<file path="src/rtl/wbs_pdm_scheduler.sv">
// Wishbone-configured round-robin level scheduler for a bank of PDM channel modulators.
// Latency: bus ack 1 cycle after request; a channel strobe appears 1 cycle after its visit is decided.
// Backpressure: none; ack gaps requests by one cycle, and a tick that arrives during a scan is dropped and flagged as overrun.
//
// Ports:
//   clk, rst                 clock, synchronous active-high reset
//   wb_cyc_i .. wb_ack_o     wishbone slave (word addressed, 32-bit data)
//   ch_stb                   one-hot load strobe, one bit per channel
//   ch_data                  shared level bus, valid with ch_stb, held between strobes
//   tick_o                   one-cycle pulse in the first cycle of each scan
module wbs_pdm_scheduler #(
  parameter int CHANNELS       = 4,
  parameter int BIT_RESOLUTION = 8,
  parameter int DIV_WIDTH      = 16,
  parameter int DIV_RESET      = 1000,
  parameter int ADDR_WIDTH     = 4
) (
  input  logic                      clk,
  input  logic                      rst,
  input  logic                      wb_cyc_i,
  input  logic                      wb_stb_i,
  input  logic                      wb_we_i,
  input  logic [ADDR_WIDTH-1:0]     wb_adr_i,
  input  logic [31:0]               wb_dat_i,
  output logic [31:0]               wb_dat_o,
  output logic                      wb_ack_o,
  output logic [CHANNELS-1:0]       ch_stb,
  output logic [BIT_RESOLUTION-1:0] ch_data,
  output logic                      tick_o
);

  localparam int IDXW = (CHANNELS > 1) ? $clog2(CHANNELS) : 1;
  localparam logic [IDXW-1:0]       LAST_IDX  = IDXW'(CHANNELS - 1);
  localparam logic [ADDR_WIDTH-1:0] DIV_ADDR  = ADDR_WIDTH'(2 * CHANNELS);
  localparam logic [ADDR_WIDTH-1:0] STEP_ADDR = ADDR_WIDTH'(2 * CHANNELS + 1);
  localparam logic [ADDR_WIDTH-1:0] STAT_ADDR = ADDR_WIDTH'(2 * CHANNELS + 2);

  typedef enum logic {IDLE, SCAN} state_t;

  state_t                    state_q, state_d;
  logic [IDXW-1:0]           idx_q;
  logic [BIT_RESOLUTION-1:0] target_q  [CHANNELS];
  logic [BIT_RESOLUTION-1:0] current_q [CHANNELS];
  logic [BIT_RESOLUTION-1:0] step_q;
  logic [DIV_WIDTH-1:0]      divider_q, presc_q;
  logic                      overrun_q;

  logic        bus_req, wr_en, rd_en, tick, busy, ovr_set;
  logic [31:0] rd_data;
  logic        unused_bits;

  assign bus_req = wb_cyc_i & wb_stb_i & ~wb_ack_o;
  assign wr_en   = bus_req & wb_we_i;
  assign rd_en   = bus_req & ~wb_we_i;
  assign tick    = (presc_q == divider_q);
  assign busy    = (state_q == SCAN);
  assign ovr_set = tick & busy;
  assign unused_bits = ^wb_dat_i;

  // Read data is captured at request time. A tick landing in the same cycle
  // as a status read is reported immediately so the event is never lost.
  always_comb begin
    rd_data = '0;
    for (int i = 0; i < CHANNELS; i++) begin
      if (wb_adr_i == ADDR_WIDTH'(i))            rd_data = 32'(target_q[i]);
      if (wb_adr_i == ADDR_WIDTH'(CHANNELS + i)) rd_data = 32'(current_q[i]);
    end
    if (wb_adr_i == DIV_ADDR)  rd_data = 32'(divider_q);
    if (wb_adr_i == STEP_ADDR) rd_data = 32'(step_q);
    if (wb_adr_i == STAT_ADDR) rd_data = {30'd0, busy, overrun_q | ovr_set};
  end

  always_ff @(posedge clk) begin
    if (rst) begin
      wb_ack_o  <= 1'b0;
      wb_dat_o  <= '0;
      step_q    <= '0;
      divider_q <= DIV_WIDTH'(DIV_RESET);
      overrun_q <= 1'b0;
      for (int i = 0; i < CHANNELS; i++) target_q[i] <= '0;
    end else begin
      wb_ack_o <= bus_req;
      if (rd_en) wb_dat_o <= rd_data;
      if (wr_en) begin
        for (int i = 0; i < CHANNELS; i++)
          if (wb_adr_i == ADDR_WIDTH'(i)) target_q[i] <= wb_dat_i[BIT_RESOLUTION-1:0];
        if (wb_adr_i == DIV_ADDR)  divider_q <= wb_dat_i[DIV_WIDTH-1:0];
        if (wb_adr_i == STEP_ADDR) step_q    <= wb_dat_i[BIT_RESOLUTION-1:0];
      end
      // Set wins over clear-on-read.
      if (ovr_set)
        overrun_q <= 1'b1;
      else if (rd_en && wb_adr_i == STAT_ADDR)
        overrun_q <= 1'b0;
    end
  end

  // Prescaler: 0..divider, wrap produces the tick; a divider write restarts it.
  always_ff @(posedge clk) begin
    if (rst || (wr_en && wb_adr_i == DIV_ADDR) || tick)
      presc_q <= '0;
    else
      presc_q <= presc_q + 1'b1;
  end

  always_ff @(posedge clk) begin
    if (rst) state_q <= IDLE;
    else     state_q <= state_d;
  end

  always_comb begin
    state_d = state_q;
    case (state_q)
      IDLE:    if (tick) state_d = SCAN;
      SCAN:    if (idx_q == LAST_IDX) state_d = IDLE;
      default: state_d = IDLE;
    endcase
  end

  // Slew of the visited channel; the extra top bit carries the sign of the
  // difference so the step is applied toward the target without wrapping.
  logic [BIT_RESOLUTION-1:0] cur_lvl, tgt_lvl, new_lvl;
  logic [BIT_RESOLUTION:0]   diff, mag;

  always_comb begin
    cur_lvl = current_q[idx_q];
    tgt_lvl = target_q[idx_q];
    diff    = {1'b0, tgt_lvl} - {1'b0, cur_lvl};
    mag     = diff[BIT_RESOLUTION] ? -diff : diff;
    if (step_q == '0 || mag <= {1'b0, step_q})
      new_lvl = tgt_lvl;
    else if (diff[BIT_RESOLUTION])
      new_lvl = cur_lvl - step_q;
    else
      new_lvl = cur_lvl + step_q;
  end

  always_ff @(posedge clk) begin
    if (rst) begin
      idx_q   <= '0;
      tick_o  <= 1'b0;
      ch_stb  <= '0;
      ch_data <= '0;
      for (int i = 0; i < CHANNELS; i++) current_q[i] <= '0;
    end else begin
      tick_o <= tick & ~busy;
      ch_stb <= '0;
      if (!busy) begin
        idx_q <= '0;
      end else begin
        current_q[idx_q] <= new_lvl;
        ch_data          <= new_lvl;
        ch_stb[idx_q]    <= 1'b1;
        idx_q            <= (idx_q == LAST_IDX) ? '0 : idx_q + 1'b1;
      end
    end
  end

endmodule

</file>
<file path="config.mk">
export PLATFORM = sky130hd
export DESIGN_NAME = wbs_pdm_scheduler
export DESIGN_NICKNAME = d
export VERILOG_FILES = /design/src/rtl/wbs_pdm_scheduler.sv
export SDC_FILE = /design/constraint.sdc
export NUM_CORES = 1
export LEC_CHECK = 0
export CAP_MARGIN = 20
export CORE_MARGIN = 2
export CORE_UTILIZATION = 56
export CTS_CLUSTER_DIAMETER = 80
export DETAILED_ROUTE_END_ITERATION = 16
export GPL_TIMING_DRIVEN = 0
export PLACE_DENSITY = 0.79
export REMOVE_ABC_BUFFERS = 1
export SYNTH_ARGS = -nofsm -noshare
export SYNTH_HDL_FRONTEND = slang
export SYNTH_SLANG_ARGS = --single-unit
</file>
<file path="constraint.sdc">
create_clock -name clk -period 7.2 [get_ports clk]
set_input_delay 1.44 -clock clk [delete_from_list [all_inputs] [get_ports clk]]
set_output_delay 1.44 -clock clk [all_outputs]
set_load 0.05 [all_outputs]
</file>
==> results.toml <==
[route]
wl_per_cell_um = 19.43
ant_nets = 0
drt_iter0_drc = 692
firstDrtPassIters = 5
route.detailed.drc = 0
vias = 6309
wl_um = 20550
vias_per_cell = 5.963

[cts]
root_buffer = "clkbuf_16"
clock_latency_ns = 0.43
post_cts_resized = 0
max-clock-path-buffers = 2
cts_tree = "built"
cts_setup_buffers = 0
cts.htree.levels = 4
cts.hold.buffers_added = 0
clock-sinks = 138
path_clk_slew_ns = 0.06
numCtsBuffers = 17

[floorplanning]
die_area_sq_um = 14930
dieWidth_um = 122.2
start_util_pct = 56.80
rows = 43
dieHeight_um = 122.2
ios = 87
core_sq_um = 13770

[power]
combPwrFrac_pct = 11.3
swShare_pct = 25.08
p_int_mw = 1.486
clkPwrFrac_pct = 45.8
p_sw_mw = 0.4973
pwr_density_cell_nw_per_um2 = 218.0
irDropWorstVdd_mv = 0.1461
p_leak_nw = 3.360
power_mw = 1.983
p_seq_share_pct = 42.9

[global_routing]
grt_start_max_net_pins = 45
track_usage_pct = 28.59
antenna_found_initial = 0
overflow = 0
grt_pass1_vias = 5963
grt_first_pass_wirelength_um = 31670

[run_status]
outcome = "complete, no violations"

[setup_path]
crit_path_start_kind = "flop"
reg2reg_to = "current_q[1][7]"
worstPathRequired_ns = 7.36
r2r_cells = 17
reg2reg_slack_ns = 1.09
worst_setup_path_end_kind = "flop"
cp_max_fo = 14
crit_chain = "mux4_2, inv_1, ha_1, inv_1, fa_1, a211oi_2, o21ai_0, a21o_1, mux2i_1, ha_1, nor2b_1, o21ai_0, a21oi_1, o41ai_1, or3b_2, a31oi_2, nor2_1"
slowest_delay_ns = 0.82
crit_type = "flop to flop"
cp_slowest_cell = "dfxtp_1"
cp.arrival_ns = 6.27
critPathLaunch = "idx_q[0]"
r2r_start = "idx_q[0]"

[sta]
finalCritPeriodShare_pct = 84.85
fin_crit_ns = 6.109
hold_viol = 0
finClkSkew_ns = 0.01362
hold_ws_ns = 0.4389
setup_ws_ns = 1.091
slew_viol_final = 0
slew-limit-headroom_pct = 22.54
rsz0062_at_grt = "no"
max_freq_ghz = 0.1637
tightest_slew_ns = 1.151
final-setup-viol-count = 0
fin_tns_setup_ns = 0

[synthesis]
yosys_warnings = 0
synth_edf_count = 64
netlist_area_sq_um = 7823
yosysMostFrequentCell = "nand2_1"
synth_area_leaders = "edfxtp_1 (25%), dfxtp_1 (19%), nand2_1 (4.9%), mux4_2 (4.9%), ha_1 (4.8%)"
synth_top_cell_by_area = "edfxtp_1"
synth_top_area_share_pct = 24.57
avgSynthCellArea_sq_um = 9.598
netlist_instances = 815
yosysSeqAreaShare_pct = 43.51
ys_seq_elements = 138
synth_commonest_cells = "nand2_1 (103), nor2_1 (79), dfxtp_1 (74)"
synth.distinct_cells = 72
ys.flop_type = "dfxtp_1"
synthArstFlopShare_pct = 0

[placed_design]
pre_cts_slack_ns = 1.116
numPortBuffers = 54
hpwl_um = 15010
gp_congestion = 0.9333

[run]
drv_cap = 0

[final_layout]
num_antenna_cells = 0
layout-drive-gt1-share_pct = 9.339
area_delta_synth_final_pct = 16.30
nets = 938
fin_util_pct = 66.05

[worst_hold_path]
worstHoldStart = "ch_data[1]"
hold_depth = 2
hold_path_class = "flop to flop"
holdPathEnd = "ch_data[1]"
[layer usage]
metal	vias up	wire length (um)	share of wire, %	track usage, %
li1	2961	-	-	-
met1	2981	8055	39	37.67
met2	305	9770	48	44.03
met3	62	1892	9.2	6.461
met4	0	836	4.1	15.30
met5	-	0	0	0
[stage by stage]
stage / std cells / instance area, sq um
after detailed placement: 1024 / 8449
after global routing: 1058 / 9097
after global placement: 1018 / 8388
after floorplan: 784 / 7622
after CTS: 1056 / 9071
final: 1058 / 9097
[cell families (layout without fill, tap and decap cells)]
family / after synthesis / count (layout) / synth area share, %
AOI/OAI and AO/OA: 147 / 147 / 12.59
xor gates and xnor gates: 45 / 45 / 5.038
adders and majority gates: 32 / 32 / 5.310
buffers and inverters: 86 / 134 / 5.198
DFF: 138 / 138 / 43.51
muxes: 44 / 44 / 8.685
other: 1 / 16 / 0.04794
and+or+nand+nor: 322 / 322 / 19.63
[worst max path at each step]
stage	endpoint	slack, ns	depth (start not counted)
CTS	current_q[1][7]	1.08	17
global route	current_q[1][7]	0.77	17
detailed placement	current_q[1][7]	1.12	17
floorplan	current_q[1][7]	1.86	17
global placement	current_q[1][7]	0.74	17
finish	current_q[1][7]	1.09	17
[power by group through the flow]
stage	Sequential (mW)	Combinational (mW)	Clock (mW)
after floorplan	0.865	0.143	0
after global placement	0.866	0.214	0
after detailed placement	0.867	0.219	0
after CTS	0.850	0.220	0.908
after global routing	0.852	0.245	0.944
final	0.850	0.224	0.909
[final cells by class]
| type | count | area, sq um |
|---|---|---|
| Fill cell | 1070 | 4676 |
| Tap cell | 180 | 225.2 |
| Multi-Input combinational cell | 606 | 4085 |
| Clock buffer | 19 | 454.2 |
| Sequential cell | 138 | 3403 |
| Timing Repair Buffer | 62 | 611.8 |
| Clock inverter | 13 | 167.7 |
| Inverter | 40 | 150.1 |
[state kept, by name, indices dropped and copies added, names as in the netlist]
signal / flops
presc_q: 16
current_q: 32
step_q: 8
idx_q: 2
ch_data: 8
ch_stb: 4
wb_ack_o: 1
divider_q: 16
busy: 1
target_q: 32
wb_dat_o: 16
overrun_q: 1
tick_o: 1
[cells in the final DEF, fill, tap and decap left out, drive strengths merged, types with 19 or more instances in the layout]
master / Yosys / routed
nand3: 29 / 29
clkbuf: 21 / 19
and2: 43 / 43
ha: 30 / 30
dfxtp: 74 / 74
inv: 40 / 41
nand2: 103 / 103
clkdlybuf4s50: 0 / 53
a21oi: 51 / 51
xnor2: 36 / 36
edfxtp: 64 / 64
nor2: 80 / 80
mux2i: 21 / 21
o21ai: 29 / 29
[worst max-delay path: cells and delay by family, from the launching register on]
family | cells | cell delay [ns]
simple gates | 3 | 0.72
flops | 1 | 0.82
mux | 2 | 1.02
compound gates | 7 | 2.14
buf+inv | 2 | 0.20
fa+ha+maj | 3 | 0.93
(Power assumes the default switching activity.)
